===== src/rtl/key_debounce_led.sv =====
// -----------------------------------------------------------------------------
// key_debounce_led
//
// Debounces KEY_NUM active-low push-buttons. Each key is brought into the
// sys_clk domain through a two-flop synchronizer. A per-key stability counter
// then accepts a new level only after DEB_CYCLES consecutive samples that
// differ from the currently accepted level. Each accepted press (1->0) emits
// a one-cycle pulse and toggles that key's LED.
//
// Ports:
//   sys_clk    in   system clock, all logic on the rising edge
//   sys_rst_n  in   synchronous active-low reset
//   key        in   [KEY_NUM] raw key pins, active-low, asynchronous, bouncing
//   key_value  out  [KEY_NUM] debounced key level, active-low
//   key_press  out  [KEY_NUM] one-cycle pulse per accepted press
//   led        out  [KEY_NUM] LED state, 1 = on, toggles on each press
//
// Handshake: none. Every output is a registered level/pulse with no
// back-pressure; consumers simply sample key_press each cycle.
// -----------------------------------------------------------------------------
module key_debounce_led #(
    parameter int KEY_NUM    = 2,
    parameter int DEB_CYCLES = 4_000_000
) (
    input  logic               sys_clk,
    input  logic               sys_rst_n,
    input  logic [KEY_NUM-1:0] key,
    output logic [KEY_NUM-1:0] key_value,
    output logic [KEY_NUM-1:0] key_press,
    output logic [KEY_NUM-1:0] led
);

    // DEB_CYCLES >= 2, so the width is at least 1 and the terminal count
    // DEB_CYCLES-1 always fits: the counter can never wrap.
    localparam int                CNT_W   = $clog2(DEB_CYCLES);
    localparam logic [CNT_W-1:0]  CNT_MAX = CNT_W'(DEB_CYCLES - 1);

    logic [KEY_NUM-1:0] s1;
    logic [KEY_NUM-1:0] s2;

    // Synchronizer resets to "released" so reset never looks like a press.
    always_ff @(posedge sys_clk) begin
        if (!sys_rst_n) begin
            s1 <= '1;
            s2 <= '1;
        end else begin
            s1 <= key;
            s2 <= s1;
        end
    end

    for (genvar i = 0; i < KEY_NUM; i++) begin : g_key
        logic [CNT_W-1:0] cnt;
        logic             stable;
        logic             press_q;
        logic             led_q;
        logic             differ;
        logic             accept;

        assign differ = (s2[i] != stable);
        // The current sample is the DEB_CYCLES-th consecutive differing one.
        assign accept = differ && (cnt == CNT_MAX);

        always_ff @(posedge sys_clk) begin
            if (!sys_rst_n) begin
                cnt     <= '0;
                stable  <= 1'b1;
                press_q <= 1'b0;
                led_q   <= 1'b0;
            end else begin
                // Any sample equal to the accepted level restarts the count,
                // which is what rejects bounce and short glitches.
                if (!differ || accept) begin
                    cnt <= '0;
                end else begin
                    cnt <= cnt + 1'b1;
                end

                if (accept) begin
                    stable <= s2[i];
                end

                // accept implies s2 != stable, so s2 == 0 means a 1->0 change.
                press_q <= accept && !s2[i];

                if (press_q) begin
                    led_q <= ~led_q;
                end
            end
        end

        assign key_value[i] = stable;
        assign key_press[i] = press_q;
        assign led[i]       = led_q;
    end

endmodule


===== config.mk =====
export PLATFORM = sky130hd
export DESIGN_NAME = key_debounce_led
export DESIGN_NICKNAME = d
export VERILOG_FILES = /design/src/rtl/key_debounce_led.sv
export SDC_FILE = /design/constraint.sdc
export NUM_CORES = 1
export LEC_CHECK = 0
export BUFFER_PORTS_ARGS = -buffer_cell sky130_fd_sc_hd__buf_2
export CAP_MARGIN = 0
export CORE_MARGIN = 2
export CORE_UTILIZATION = 40
export CTS_CLUSTER_SIZE = 30
export DETAILED_ROUTE_END_ITERATION = 10
export GPL_TIMING_DRIVEN = 0
export PLACE_DENSITY_LB_ADDON = 0.08
export SKIP_CTS_REPAIR_TIMING = 1
export SYNTH_ARGS = -nofsm -noshare
export SYNTH_HDL_FRONTEND = slang
export SYNTH_SLANG_ARGS = --single-unit

===== constraint.sdc =====
create_clock -name sys_clk -period 2.7 [get_ports sys_clk]
set_input_delay 0.81 -clock sys_clk [delete_from_list [all_inputs] [get_ports sys_clk]]
set_output_delay 0.81 -clock sys_clk [all_outputs]
set_load 0.005 [all_outputs]

# Yosys cells after proc, flatten, opt, wreduce, memory -nomap -nowiden

Cells that the tools add are included.

$add $sub $neg: 2
Multiply operators: 0
Div/mod/pow operators: 0
Order comparisons: 0
Equal/unequal tests: 4
Shift operators: 0
Multiplexer cells: 0
Bitwise operators: 3
Reduce and logical (&&, ||, !) cells: 12

Operators by type and width:

| cell                  | number |
|---|---|
| $add 22x1->22 const B | 2 |
| $eq 22x22->1 const B  | 2 |
| $logic_and 1x1->1     | 4 |
| $logic_not 1->1       | 4 |
| $reduce_or 2->1       | 2 |
| $not 1->1             | 3 |
| $logic_or 1x1->1      | 2 |
| $ne 1x1->1            | 2 |

Register bits: 54
Latch bits: 0
Memory bits (writable): 0
Bits in read-only memories: 0
Output and inout bits: 6
Logic and storage cells: 31
Memories: 0

# Logic depth before layout (Yosys ltp)

Gate-level depths: netlist (run 1).

Depth in word-level cells: 4
Depth in mapped cells: 7
Depth with buffers taken out: 5

# Worst setup path before layout (run 1)

Ideal clock, no wire load.

Path kind: flip-flop to flip-flop
Start: reg g_key[0].cnt[0]
End: reg g_key[0].cnt[20]
Arrival time: 1910 ps
Data required time: 2630 ps
Slack: 719 ps
Cell stages (with the launch flop): 7
Path buffers: 1
Cells stage by stage: dfxtp_1 ha_1 nand4_2 or4_1 buf_2 or4_1 a21oi_1

Longest elaborated chain between the ends: 4

Ends and longest elaborated chain:

| what                                                  | line | text |
|---|---|---|
| from (decl)                                           | 53   | `logic [CNT_W-1:0] cnt;` |
| from (signal assigned)                                | 76   | `cnt <= cnt + 1'b1;` |
| branches (longest 4 deep; another with $add 22x1->22) | -    |  |

Parallel ways; which one is timed is not known.
A chain may end at the register's enable or synchronous reset.

# Final worst setup path (run 1)

Ends and elaborated chain as after synthesis.

==> run_results.csv, run 1 <==
group,metric,value,unit
sta,finalSetupTns,0,ns
cts,clock_path_buffers,2,
drt,vias,1811,
finish,nets,291,
sta,fin_crit,2.14,ns
sta,tightestPinTransition,0.482,ns
place,post_dp_cell_area,2470,µm²
power_and_ir_drop,power_density,529,nW/µm²
drt,drc_errors,0,
sta,finalSetupViolations,0,
status,outcome,"complete, no violations",
drt,wirelength,4220,µm
sta,drv_slew,0,
place,io_buffers,8,
grt,grt_first_pass_wirelength,7820,µm
synthesis,yosysSeqAreaShare,46.1,%
synthesis,synth.avg_cell_area,8.68,µm²
finish,drive_gt1_share,8.77,%
finish,mostFrequentLayoutCells,"dfxtp_1 (54), nor2_1 (33), xnor2_1 (17), a21oi_1 (17), nand3_1 (16)",
synthesis,synth.distinct_cells,31,
cts,clock-sinks,54,
finish,final_cell_area,2590,µm²
sta,finClkSkew,0.00567,ns
cts,cts_tree,"built",
finish,n_fill_cell,562,
synthesis,synthCells,270,
drt,wl_per_cell,11.8,µm
floorplan,die_area,6490,µm²
drt,dr.pass1.iters,4,
cts,clkSlewWorstSetupHoldPaths,0.09,ns
floorplan,start_util,42.1,%
synthesis,netlist_area,2340,µm²
floorplan,die_y,80.6,µm
cts,cts_made_buffers,5,
place,gp_congestion,0.759,
sta,post-route-period-util,79.3,%
drt,drt-initial-drc-count,92,
finish,synthToLayoutAreaGrowth,10.4,%
grt,grt_max_degree,16,
sta,relSlewSlack,67.9,%
power_and_ir_drop,vdd_drop_max,0.188,mV
critical_path,critical_path.startpoint_type,"flip-flop",
worst_hold_path,hp-class,"flip-flop to flip-flop",
sta,fmax,467,MHz
grt,antenna_found_initial,0,
grt,grt_pass1_vias,1757,
drt,vias_per_cell,5.07,
floorplan,rows,27,
finish,layout_commonest_cell,"dfxtp_1",
critical_path,crit_path_end_kind,"flip-flop",
critical_path,path_class,"flip-flop to flip-flop",
place,dp_hpwl,3040,µm
sta,rsz0062_at_grt,"no",
cts,cts-htree-levels,2,
run,drv_cap,0,
grt,overflow,0,
floorplan,die_width,80.6,µm
cts,root_buffer,"clkbuf_8",
synthesis,synth_nets,276,
grt,grt_usage,15.2,%
drt,ant_nets,0,
finish,antenna_cells,0,
critical_path,required,2.94,ns
synthesis,yosys_warnings,0,
cts,clock_latency,0.31,ns
floorplan,coreArea,5570,µm²
synthesis,synth_seq_cells,54,
critical_path,crit_fanout,9,
floorplan,ios,10,
sta,finalHoldViolCount,0,
critical_path,arrival,2.38,ns
power_and_ir_drop,leakagePower,0.777,nW
## flip-flops by register name, summed over array words and instances, names as in the netlist
signal / flops
s1: 2
g_key.stable: 2
g_key.led_q: 2
s2: 2
g_key.cnt: 44
g_key.press_q: 2
## path summary, 6_finish.rpt
kind	cells past startpoint	from	slack, ns	endpoint
worst max-delay path	6	g_key[0].cnt[0]	0.56	g_key[0].cnt[20]
worst min-delay path	1	s1[0]	0.42	s2[0]
worst max register to register	6	g_key[0].cnt[0]	0.56	g_key[0].cnt[20]
worst min register to register	1	s1[0]	0.42	s2[0]
## where the power goes
part / internal [mW] / leakage (nW) / total, mW / switching, mW
sequential: 0.799 / 0.436 / 0.801 / 0.00211
combinational: 0.00508 / 0.284 / 0.0152 / 0.0102
clock: 0.297 / 0.0573 / 0.553 / 0.256
## synthesized netlist by cell type
master,instances,share of area [%]
dfxtp_1,54,46
nor2_1,33,5.3
a21oi_1,17,3.6
xnor2_1,17,6.3
nand3_1,16,3.4
nand2_1,14,2.2
o21ai_0,12,2.6
inv_1,11,1.8
nand4_1,10,2.7
or3_1,10,2.7
xor2_1,10,3.7
clkbuf_1,9,1.4
or4_1,8,2.6
buf_4,6,1.9
o31ai_1,6,1.9
and4_1,5,1.9
nand2b_1,5,1.3
nor3_1,4,0.85
nor4_1,4,1.1
and3_1,3,0.80
ha_1,2,1.1
nor3b_1,2,0.64
nor4bb_1,2,0.85
o211ai_1,2,0.64
or2_2,2,0.53
a21o_1,1,0.32
and2_1,1,0.27
buf_2,1,0.21
nand4_2,1,0.53
nand4b_1,1,0.37
nor4b_1,1,0.37
## layout make-up
class / count / area, µm² / share of cell area, %
clock inverters: 1 / 30.0 / 1.16
plain buffers: 16 / 83.8 / 3.24
repair buffers: 8 / 40.0 / 1.55
inverters: 11 / 41.3 / 1.60
flip-flops and latches: 54 / 1080 / 41.8
clock buffers: 6 / 82.6 / 3.19
well taps: 72 / 90.1 / 3.48
multi-input cells: 189 / 1140 / 44.0
## metrics by stage
step | hold WS [ns] | setup WS, ns | util (%) | instances | power, mW
floorplan | 0.386 | 0.719 | - | 270 | 0.830
global placement | 0.405 | 0.575 | 44.4 | 350 | 0.836
detailed placement | 0.410 | 0.575 | 44.4 | 350 | 0.836
CTS | 0.432 | 0.533 | 46.4 | 357 | 1.39
global route | 0.450 | 0.353 | 46.4 | 357 | 1.43
finish | 0.424 | 0.559 | 46.4 | 357 | 1.37
## logic make-up after synthesis
group / count (synthesis) / synth area share, %
XOR/XNOR: 27 / 10.1
flip-flops: 54 / 46.1
AND/OR/NAND/NOR: 122 / 28.3
AO/OA/AOI/OAI: 38 / 9.07
buffers and inverters: 27 / 5.34
adder cells (fa/ha/maj): 2 / 1.07
## routing by layer
layer,vias up,global-route usage [%],wire length (µm)
met4,0,4.58,50
met1,816,21.2,2370
met5,-,0,0
met3,6,4.04,114
li1,973,-,-
met2,16,23.0,1690
## worst max-delay path, cell delays in order, from the launching register on
cell     delay, ns
dfxtp_1       0.38
ha_1          0.23
nand4_2       0.15
or4_1         0.51
buf_2         0.18
or4_1         0.47
a21oi_1       0.14
Note: power is estimated with default switching activity, not from simulation.
==> run 2: changes to the inputs <==
Clock period 2.7 ns to 1.9 ns, I/O delays scaled along.
==> run 2 against run 1 <==
  * Power increased by 33%
  * Highest routed layer unchanged
  * Hold slack got worse by 0.0081 ns
  * Routed wire length increased by 9.0%
  * Non-clock buffer count increased by 7
==> run_results.csv, run 2 (synthesis results as in run 1) <==
group,metric,value,unit
status,outcome,"complete, no violations",
floorplan,die_width,80.6,µm
run,drv_cap,0,
cts,clock_path_buffers,2,
drt,drt-met1-wl,2500,µm
drt,wirelength,4600,µm
cts,clkSlewWorstSetupHoldPaths,0.10,ns
worst_hold_path,holdPathStages,1,
drt,wl_met2,1880,µm
grt,grt_usage,14.5,%
sta,tightestPinTransition,0.425,ns
grt,overflow,0,
finish,synthToLayoutAreaGrowth,16.4,%
floorplan,start_util,42.1,%
finish,layout_commonest_cell,"dfxtp_1",
drt,wl_per_cell,12.5,µm
grt,antenna_found_initial,0,
drt,drc_errors,0,
place,dp_cells,350,
finish,regMostFlops,"g_key.cnt",
finish,mostFrequentLayoutCells,"dfxtp_1 (45), nor2_1 (33), buf_4 (18), xnor2_1 (17), a21oi_1 (17)",
cts,clock-sinks,54,
drt,ant_nets,0,
worst_hold_path,min_to,"s2[1]",
cts,root_buffer,"clkbuf_8",
floorplan,die_y,80.6,µm
sta,fin_crit,1.89,ns
critical_path,crit_fanout,6,
critical_path,slowest_stage,"or4_4",
cts,cts_tree,"built",
cts,clock_latency,0.30,ns
finish,nets,300,
sta,post-route-period-util,99.4,%
floorplan,die_area,6490,µm²
power_and_ir_drop,fin_total_pwr,1.82,mW
place,gp_congestion,0.760,
finish,drive_gt1_share,19.7,%
critical_path,worstReg2RegEnd,"g_key[0].cnt[19]",
grt,grt_max_degree,16,
critical_path,path_class,"flip-flop to flip-flop",
drt,wl_met3,144,µm
critical_path,rrSetupSlack,0.01,ns
grt,grt_pass1_vias,1677,
floorplan,coreArea,5570,µm²
sta,rsz0062_at_grt,"yes",
floorplan,ios,10,
power_and_ir_drop,vdd_drop_max,0.290,mV
worst_hold_path,min_from,"s1[1]",
critical_path,critical_path.startpoint_type,"flip-flop",
floorplan,rows,27,
critical_path,max_stage_delay,0.64,ns
cts,cts-htree-levels,2,
place,dp_hpwl,2980,µm
sta,finalSetupViolations,0,
critical_path,crit_path_end_kind,"flip-flop",
critical_path,r2r-start,"g_key[0].cnt[0]",
drt,vias_per_cell,5.17,
sta,relSlewSlack,71.7,%
finish,fin_cells,367,
drt,drt-initial-drc-count,95,
critical_path,required,2.14,ns
power_and_ir_drop,leakagePower,0.836,nW
critical_path,crit_path_cell_trace,"nand4_1 -> or4_4 -> or4_4 -> a21oi_1",
finish,antenna_cells,0,
cts,cts_made_buffers,5,
grt,grt_first_pass_wirelength,7450,µm
critical_path,reg2regPathDepth,4,
sta,fmax,529,MHz
finish,largest_register_ffs,44,
finish,n_fill_cell,572,
sta,finClkSkew,0.00590,ns
sta,finalHoldViolCount,0,
place,io_buffers,8,
drt,topRoutingLayerUsed,"met4",
worst_hold_path,hp-class,"flip-flop to flip-flop",
drt,vias,1897,
drt,dr.pass1.iters,4,
critical_path,arrival,2.13,ns
critical_path,crit_path_frequent_cell,"or4_4",
sta,drv_slew,0,
power_and_ir_drop,power_density,666,nW/µm²
[run 2: worst max-delay path by stage]
stage	startpoint	to	slack (ns)	depth (start not counted)
2_1_floorplan	g_key[0].cnt[1]	g_key[0].cnt[20]	0.01	6
5_1_grt	g_key[0].cnt[0]	g_key[0].cnt[19]	-0.04	4
3_3_place_gp	g_key[1].cnt[0]	g_key[1].cnt[10]	-0.19	7
6_report	g_key[0].cnt[0]	g_key[0].cnt[19]	0.01	4
3_5_place_dp	g_key[1].cnt[0]	g_key[1].cnt[7]	-0.19	7
4_1_cts	g_key[1].cnt[0]	g_key[1].cnt[7]	-0.21	7
[run 2: worst max-delay path, delay by kind of cell, from the launching register on]
kind            cells  cell delay [ns]
simple gates        3             1.30
flops               1             0.38
compound gates      1             0.14
[run 2: metal layers]
| layer | GRT usage [%] | vias to the layer above |
|---|---|---|
| met1 | 20.0 | 863 |
| met3 | 3.82 | 8 |
| met2 | 21.8 | 25 |
| li1 | - | 1001 |
| met5 | 0 | - |
| met4 | 5.08 | 0 |
[run 2: report_power, final]
part | switching, mW | internal [mW] | total (mW)
clock | 0.367 | 0.295 | 0.662
combinational | 0.0144 | 0.00884 | 0.0232
sequential | 0.00340 | 1.13 | 1.13
[run 2: final cells by class]
class	count	area (µm²)	area share, %
Buffer	11	71.3	2.61
Clock buffer	7	86.3	3.16
Clock inverter	1	5.00	0.183
Inverter	11	41.3	1.51
Multi-Input combinational cell	191	1200	44.1
Sequential cell	54	1100	40.4
Tap cell	72	90.1	3.30
Timing Repair Buffer	20	130	4.77
[run 2: through the flow]
step                      hold WS [ns]  worst slack (ns)  TNS [ns]  util (%)  cell area [µm²]
after floorplan                  0.386            0.0137         0         -             2380
after global placement           0.395            -0.193     -4.08      45.0             2510
after detailed placement         0.394            -0.194     -4.16      45.0             2510
after CTS                        0.414            -0.214     -4.61      46.6             2600
after global routing             0.425           -0.0369   -0.0836      49.0             2730
final                            0.416            0.0105         0      49.0             2730
